**src/rtl/proc_ctrl_pkg.sv**
```systemverilog
// Shared control encodings for TinyRV1 controllers and datapaths.
// Contents: datapath control-field encodings, the multicycle FSM state type
// and the instruction-class type produced by proc_ctrl_decode.
package proc_ctrl_pkg;

  // pc_sel
  localparam logic [1:0] PcPlus4 = 2'd0;
  localparam logic [1:0] PcBr    = 2'd1;
  localparam logic [1:0] PcJr    = 2'd2;

  // imm_type
  localparam logic [1:0] ImmI = 2'd0;
  localparam logic [1:0] ImmS = 2'd1;
  localparam logic [1:0] ImmJ = 2'd2;
  localparam logic [1:0] ImmB = 2'd3;

  // op2_sel
  localparam logic Op2Rf  = 1'b0;
  localparam logic Op2Imm = 1'b1;

  // alu_func
  localparam logic AluAdd = 1'b0;
  localparam logic AluEq  = 1'b1;

  // wb_sel
  localparam logic [1:0] WbPc4 = 2'd0;
  localparam logic [1:0] WbMul = 2'd1;
  localparam logic [1:0] WbAlu = 2'd2;
  localparam logic [1:0] WbMem = 2'd3;

  // dmem_type
  localparam logic DmemRd = 1'b0;
  localparam logic DmemWr = 1'b1;

  typedef enum logic [2:0] {
    StF,
    StX,
    StM,
    StK,
    StH
  } ctrl_state_e;

  typedef enum logic [3:0] {
    IcIllegal,
    IcAdd,
    IcAddi,
    IcMul,
    IcLw,
    IcSw,
    IcJal,
    IcJr,
    IcBne
  } inst_class_e;

endpackage

```
**src/rtl/proc_ctrl_decode.sv**
```systemverilog
// Combinational TinyRV1 decoder: instruction word -> instruction class plus
// the static datapath control fields for that class. The branch outcome
// (alu_eq) is not known here, so pc_sel for BNE is the taken value.
// Ports:
//   inst_i     instruction register contents
//   class_o    inst_class_e encoding (IcIllegal when nothing matches)
//   pc_sel_o, imm_type_o, op2_sel_o, alu_func_o, wb_sel_o, rf_wen_o
//              static control fields
module proc_ctrl_decode
  import proc_ctrl_pkg::*;
(
  input  logic [31:0] inst_i,
  output logic [3:0]  class_o,
  output logic [1:0]  pc_sel_o,
  output logic [1:0]  imm_type_o,
  output logic        op2_sel_o,
  output logic        alu_func_o,
  output logic [1:0]  wb_sel_o,
  output logic        rf_wen_o
);

  inst_class_e cls;

  always_comb begin
    cls        = IcIllegal;
    pc_sel_o   = PcPlus4;
    imm_type_o = ImmI;
    op2_sel_o  = Op2Rf;
    alu_func_o = AluAdd;
    wb_sel_o   = WbPc4;
    rf_wen_o   = 1'b0;
    casez (inst_i)
      32'b0000000_?????_?????_000_?????_0110011: begin
        cls      = IcAdd;
        wb_sel_o = WbAlu;
        rf_wen_o = 1'b1;
      end
      32'b0000001_?????_?????_000_?????_0110011: begin
        cls      = IcMul;
        wb_sel_o = WbMul;
        rf_wen_o = 1'b1;
      end
      32'b???????_?????_?????_000_?????_0010011: begin
        cls       = IcAddi;
        op2_sel_o = Op2Imm;
        wb_sel_o  = WbAlu;
        rf_wen_o  = 1'b1;
      end
      32'b???????_?????_?????_010_?????_0000011: begin
        cls       = IcLw;
        op2_sel_o = Op2Imm;
        wb_sel_o  = WbMem;
        rf_wen_o  = 1'b1;
      end
      32'b???????_?????_?????_010_?????_0100011: begin
        cls        = IcSw;
        imm_type_o = ImmS;
        op2_sel_o  = Op2Imm;
      end
      32'b???????_?????_?????_???_?????_1101111: begin
        cls        = IcJal;
        pc_sel_o   = PcBr;
        imm_type_o = ImmJ;
        rf_wen_o   = 1'b1;
      end
      // jr is jalr x0, rs1, 0
      32'b000000000000_?????_000_00000_1100111: begin
        cls      = IcJr;
        pc_sel_o = PcJr;
      end
      32'b???????_?????_?????_001_?????_1100011: begin
        cls        = IcBne;
        pc_sel_o   = PcBr;
        imm_type_o = ImmB;
        alu_func_o = AluEq;
      end
      default: ;
    endcase
  end

  assign class_o = cls;

endmodule

```
**src/rtl/proc_mcycle_ctrl.sv**
```systemverilog
// Multicycle TinyRV1 control unit. Sequences each instruction through
// fetch (F), execute (X), memory (M), iterative multiply (K) or halt (H).
// Ports:
//   clk_i, rst_i              clock, synchronous active-high reset
//   imem_val_o / imem_wait_i  fetch request / fetch stall
//   dmem_val_o / dmem_wait_i  data request / data stall, dmem_type_o 0=rd 1=wr
//   trace_val_o, trace_wen_o  retire strobe and its register write flag
//   pc_sel_o .. rf_wen_o      datapath control bus
//   pc_en_o, ir_en_o          PC update, IR latch
//   mul_en_o, mul_clr_o       multiplier step, multiplier load/clear
//   halted_o                  sticky illegal-instruction flag
//   inst_i, alu_eq_i          IR contents, ALU equality result
module proc_mcycle_ctrl
  import proc_ctrl_pkg::*;
#(
  parameter int unsigned MUL_ITERS       = 32,
  parameter bit          HALT_ON_ILLEGAL = 1'b1
) (
  input  logic        clk_i,
  input  logic        rst_i,
  output logic        imem_val_o,
  input  logic        imem_wait_i,
  output logic        dmem_val_o,
  input  logic        dmem_wait_i,
  output logic        dmem_type_o,
  output logic        trace_val_o,
  output logic        trace_wen_o,
  output logic [1:0]  pc_sel_o,
  output logic [1:0]  imm_type_o,
  output logic        op2_sel_o,
  output logic        alu_func_o,
  output logic [1:0]  wb_sel_o,
  output logic        rf_wen_o,
  output logic        pc_en_o,
  output logic        ir_en_o,
  output logic        mul_en_o,
  output logic        mul_clr_o,
  output logic        halted_o,
  input  logic [31:0] inst_i,
  input  logic        alu_eq_i
);

  localparam int unsigned CntW = (MUL_ITERS > 1) ? $clog2(MUL_ITERS) : 1;
  localparam logic [CntW-1:0] CntLoad = CntW'(MUL_ITERS - 1);

  ctrl_state_e state_q, state_d;
  logic [CntW-1:0] cnt_q, cnt_d;
  logic halted_q, halted_d;

  logic [3:0] dec_class;
  logic [1:0] dec_pc_sel, dec_imm_type, dec_wb_sel;
  logic       dec_op2_sel, dec_alu_func, dec_rf_wen;
  inst_class_e cls;

  proc_ctrl_decode u_decode (
    .inst_i     (inst_i),
    .class_o    (dec_class),
    .pc_sel_o   (dec_pc_sel),
    .imm_type_o (dec_imm_type),
    .op2_sel_o  (dec_op2_sel),
    .alu_func_o (dec_alu_func),
    .wb_sel_o   (dec_wb_sel),
    .rf_wen_o   (dec_rf_wen)
  );

  assign cls = inst_class_e'(dec_class);

  logic       imem_val, dmem_val, dmem_type, retire;
  logic [1:0] pc_sel, imm_type, wb_sel;
  logic       op2_sel, alu_func, rf_wen, pc_en, ir_en, mul_en, mul_clr;

  always_ff @(posedge clk_i) begin
    if (rst_i) begin
      state_q  <= StF;
      cnt_q    <= '0;
      halted_q <= 1'b0;
    end else begin
      state_q  <= state_d;
      cnt_q    <= cnt_d;
      halted_q <= halted_d;
    end
  end

  always_comb begin
    state_d   = state_q;
    cnt_d     = cnt_q;
    halted_d  = halted_q;
    imem_val  = 1'b0;
    dmem_val  = 1'b0;
    dmem_type = DmemRd;
    retire    = 1'b0;
    pc_sel    = PcPlus4;
    imm_type  = ImmI;
    op2_sel   = Op2Rf;
    alu_func  = AluAdd;
    wb_sel    = WbPc4;
    rf_wen    = 1'b0;
    pc_en     = 1'b0;
    ir_en     = 1'b0;
    mul_en    = 1'b0;
    mul_clr   = 1'b0;
    unique case (state_q)
      StF: begin
        imem_val = 1'b1;
        if (!imem_wait_i) begin
          ir_en   = 1'b1;
          state_d = StX;
        end
      end
      StX: begin
        case (cls)
          IcAdd, IcAddi, IcJal, IcJr, IcBne: begin
            pc_sel   = dec_pc_sel;
            imm_type = dec_imm_type;
            op2_sel  = dec_op2_sel;
            alu_func = dec_alu_func;
            wb_sel   = dec_wb_sel;
            rf_wen   = dec_rf_wen;
            if (cls == IcBne && alu_eq_i) pc_sel = PcPlus4;
            pc_en    = 1'b1;
            retire   = 1'b1;
            state_d  = StF;
          end
          IcLw, IcSw: state_d = StM;
          IcMul: begin
            mul_clr = 1'b1;
            cnt_d   = CntLoad;
            state_d = StK;
          end
          default: begin
            if (HALT_ON_ILLEGAL) begin
              halted_d = 1'b1;
              state_d  = StH;
            end else begin
              pc_en   = 1'b1;
              retire  = 1'b1;
              state_d = StF;
            end
          end
        endcase
      end
      StM: begin
        // Fields are held constant for the whole access; only the
        // completion strobes depend on dmem_wait.
        dmem_val  = 1'b1;
        dmem_type = (cls == IcSw) ? DmemWr : DmemRd;
        imm_type  = dec_imm_type;
        op2_sel   = dec_op2_sel;
        alu_func  = dec_alu_func;
        wb_sel    = dec_wb_sel;
        if (!dmem_wait_i) begin
          rf_wen  = dec_rf_wen;
          pc_en   = 1'b1;
          retire  = 1'b1;
          state_d = StF;
        end
      end
      StK: begin
        mul_en = 1'b1;
        if (cnt_q == '0) begin
          wb_sel  = WbMul;
          rf_wen  = 1'b1;
          pc_en   = 1'b1;
          retire  = 1'b1;
          state_d = StF;
        end else begin
          cnt_d = cnt_q - CntW'(1);
        end
      end
      StH: ;
      default: state_d = StF;
    endcase
  end

  // Every output is forced low while reset is held, including the F-state
  // fetch request and the sticky halt flag.
  logic live;
  assign live = ~rst_i;

  assign imem_val_o  = imem_val & live;
  assign dmem_val_o  = dmem_val & live;
  assign dmem_type_o = dmem_type & live;
  assign trace_val_o = retire & live;
  assign trace_wen_o = rf_wen & live;
  assign pc_sel_o    = pc_sel & {2{live}};
  assign imm_type_o  = imm_type & {2{live}};
  assign op2_sel_o   = op2_sel & live;
  assign alu_func_o  = alu_func & live;
  assign wb_sel_o    = wb_sel & {2{live}};
  assign rf_wen_o    = rf_wen & live;
  assign pc_en_o     = pc_en & live;
  assign ir_en_o     = ir_en & live;
  assign mul_en_o    = mul_en & live;
  assign mul_clr_o   = mul_clr & live;
  assign halted_o    = halted_q & live;

endmodule

```
**config.mk**
```make
export PLATFORM = sky130hd
export DESIGN_NAME = proc_mcycle_ctrl
export DESIGN_NICKNAME = d
export VERILOG_FILES = /design/src/rtl/proc_ctrl_pkg.sv /design/src/rtl/proc_ctrl_decode.sv /design/src/rtl/proc_mcycle_ctrl.sv
export SDC_FILE = /design/constraint.sdc
export NUM_CORES = 1
export LEC_CHECK = 0
export CAP_MARGIN = 10
export CORE_ASPECT_RATIO = 0.9
export CORE_UTILIZATION = 38
export DETAILED_ROUTE_END_ITERATION = 10
export PLACE_DENSITY = 0.83
export RECOVER_POWER = 100
export SYNTH_ARGS = -nofsm -noshare
export SYNTH_HDL_FRONTEND = slang
export SYNTH_SLANG_ARGS = --single-unit
export TNS_END_PERCENT = 20
```
**constraint.sdc**
```tcl
create_clock -name clk_i -period 4.1 [get_ports clk_i]
set_input_delay 0.82 -clock clk_i [delete_from_list [all_inputs] [get_ports clk_i]]
set_output_delay 0.82 -clock clk_i [all_outputs]
set_load 0.01 [all_outputs]
```
==> results_dict.tcl <==
set metrics [dict create \
    status "finished, final reports clean" \
    synth_top_cell_area_share_pct 17.7 \
    die_y_um 51.1 \
    syn_to_final_growth_pct 54.2 \
    vias 1231 \
    synthFlopType "dfxtp_1" \
    worst_pin_slew_ps 628 \
    p_per_area_nw_per_um2 149 \
    drc 0 \
    fmax_mhz 250 \
    cts_resized 0 \
    postCtsHoldBufs 0 \
    maxCapViolCount 0 \
    grt_pass1_wl_um 4770 \
    hold_viol_final 0 \
    synth_nets 173 \
    start_util_pct 41.0 \
    cp.arrival_ps 3170 \
    vias_per_cell 5.78 \
    syn_inst 134 \
    leakagePower_nw 0.596 \
    first_global_vias 1127 \
    avgSynthCellArea_um2 7.61 \
    ys_seq_elements 9 \
    diodes 0 \
    cts-root-buf "clkbuf_4" \
    min_period_over_period_pct 97.4 \
    synth-edff-count 0 \
    grt_usage_pct 20.7 \
    antenna_found_initial 0 \
    peakVddDrop_mv 0.129 \
    start_kind "primary input" \
    grt_max_degree 21 \
    gr-usage-met1_pct 26.5 \
    drtIter0Drc 44 \
    min_period_ps 3990 \
    slew-limit-headroom_pct 58.1 \
    finalSetupTns_ps 0 \
    cp-startpoint "inst_i[4]" \
    r2r-start "cnt_q[0]" \
    worstPathRequired_ps 3280 \
    yosys-top-cells-count "nor2_1, nand2_1, nand3_1" \
    io_buffers 50 \
    cts_max_level 1 \
    clkTransAtPathRegs_ps 60 \
    core_um2 2490 \
    ys_warn_count 0 \
    synth-seq-area-share_pct 17.7 \
    tritoncts "yes" \
    post_cts_buffers 0 \
    cts_buffers 3 \
    endpoint_kind "primary output" \
    met2_usage_pct 34.3 \
    yosysMostFrequentCell "nor2_1" \
    cp_max_fo 8 \
    multi_input_area_um2 787 \
    drive_above_1_share_pct 13.0 \
    grt_overflow 0 \
    die_area_um2 2900 \
    skew_ps 5.04 \
    ys_top_cells_by_area "dfxtp_1, nor4_4, nor2_1, nand2_1, nand3_1" \
    num_io_pins 56 \
    rsz0062_at_grt "no" \
    cts_buffer_depth 2 \
    crit_type "primary input to primary output" \
    final_cells 213 \
    hp-class "flop to flop" \
    ant_nets 0 \
    finalNetCount 225 \
    met3_usage_pct 5.06 \
    drt_pre_antenna_iters 4 \
    post-synth-top-area-cell "dfxtp_1" \
    gp_congestion 0.928 \
    wl_per_cell_um 13.6 \
    ys_types 46 \
    synthArstFlopShare_pct 0 \
    num-fill-cells 216 \
    dp.cells 209 \
    grt.busiest_layer "met2" \
    insertion_delay_ps 270 \
    finalSetupViolCount 0 \
    final_max_slew_viol_count 0 \
    syn_area_um2 1020 \
    row_count 17 \
    min-delay-start "cnt_q[4]" \
    cts_sinks 9 \
    wl_um 2890 \
    register_area_um2 180 \
    hpwl_um 2390 \
    die_x_um 56.6 \
]
[power by group]
part	total [W]	internal (W)	switching, W
Clock	0.0000704	0.0000376	0.0000328
Sequential	0.0000941	0.0000899	0.00000426
Combinational	0.0000702	0.0000416	0.0000286
Total	0.000235	0.000169	0.0000656
[layout by cell type, fill, tap and decap left out, types with 2 or more instances in the layout]
cell and count:
nor4_1 5, nand3_1 10, nand4_1 4, dfxtp_1 9
xnor2_1 2, buf_4 4, inv_1 3, clkbuf_4 3
o21ai_0 5, o21ai_1 2, nor3_1 5, nor2b_1 2
and3b_1 3, a21oi_1 4, o211ai_1 2, and3_1 3
nor4_4 3, a2111oi_2 2, ha_1 2, xor2_1 4
dlygate4sd3_1 13, nand2_1 14, o21a_1 2, nor2_2 2
nor4b_2 2, clkdlybuf4s50_1 36, or2_1 2, nor2_1 16
[per-stage QoR]
stage | power, W | util (%) | hold slack [ps] | setup WS, ps | area, µm²
detailed placement | 0.000167 | 62.2 | 583 | 118 | 1550
CTS | 0.000238 | 63.3 | 596 | 111 | 1580
floorplan | 0.000119 | - | 543 | 1100 | 1020
global placement | 0.000166 | 62.2 | 565 | 137 | 1550
global route | 0.000249 | 63.2 | 619 | 12.8 | 1570
finish | 0.000235 | 63.2 | 593 | 107 | 1570
[worst paths after layout]
| kind | endpoint | slack, ps | cells past startpoint |
|---|---|---|---|
| setup / recovery | op2_sel_o | 110 | 7 |
| hold / removal | cnt_q[4] | 590 | 2 |
| setup reg to reg | cnt_q[4] | 2350 | 7 |
| hold reg to reg | cnt_q[4] | 590 | 2 |
[registers in the layout, summed over array words and instances (netlist names)]
register,cells
cnt_q,5
state_q,3
halted_q,1
[metal layers]
layer  wire length (µm)  vias up
met5                  0        -
met4                 42        0
met3                196        5
met2               1390       49
met1               1260      577
li1                   -      600
[final cells by class]
cell class	count	share of cell area [%]
Inverter	3	0.716
Multi-Input combinational cell	115	50.0
Sequential cell	9	11.5
Tap cell	28	2.23
Timing Repair Buffer	54	33.9
Clock buffer	4	1.67
[logic make-up after synthesis]
family                     share of synthesized area, %
xor gates and xnor gates                           5.15
DFF                                                17.7
and+or+nand+nor                                    52.8
adders and majority gates                          2.45
buffers and inverters                              4.66
AOI/OAI and AO/OA                                  17.3
[critical path: stages]
cell and delay, ps:
clkdlybuf4s50_1 620, and3b_2 240, o211ai_1 170, nand3_1 140
a2111oi_2 460, nor3_2 90, dlygate4sd3_1 620
(Power assumes the default switching activity.)
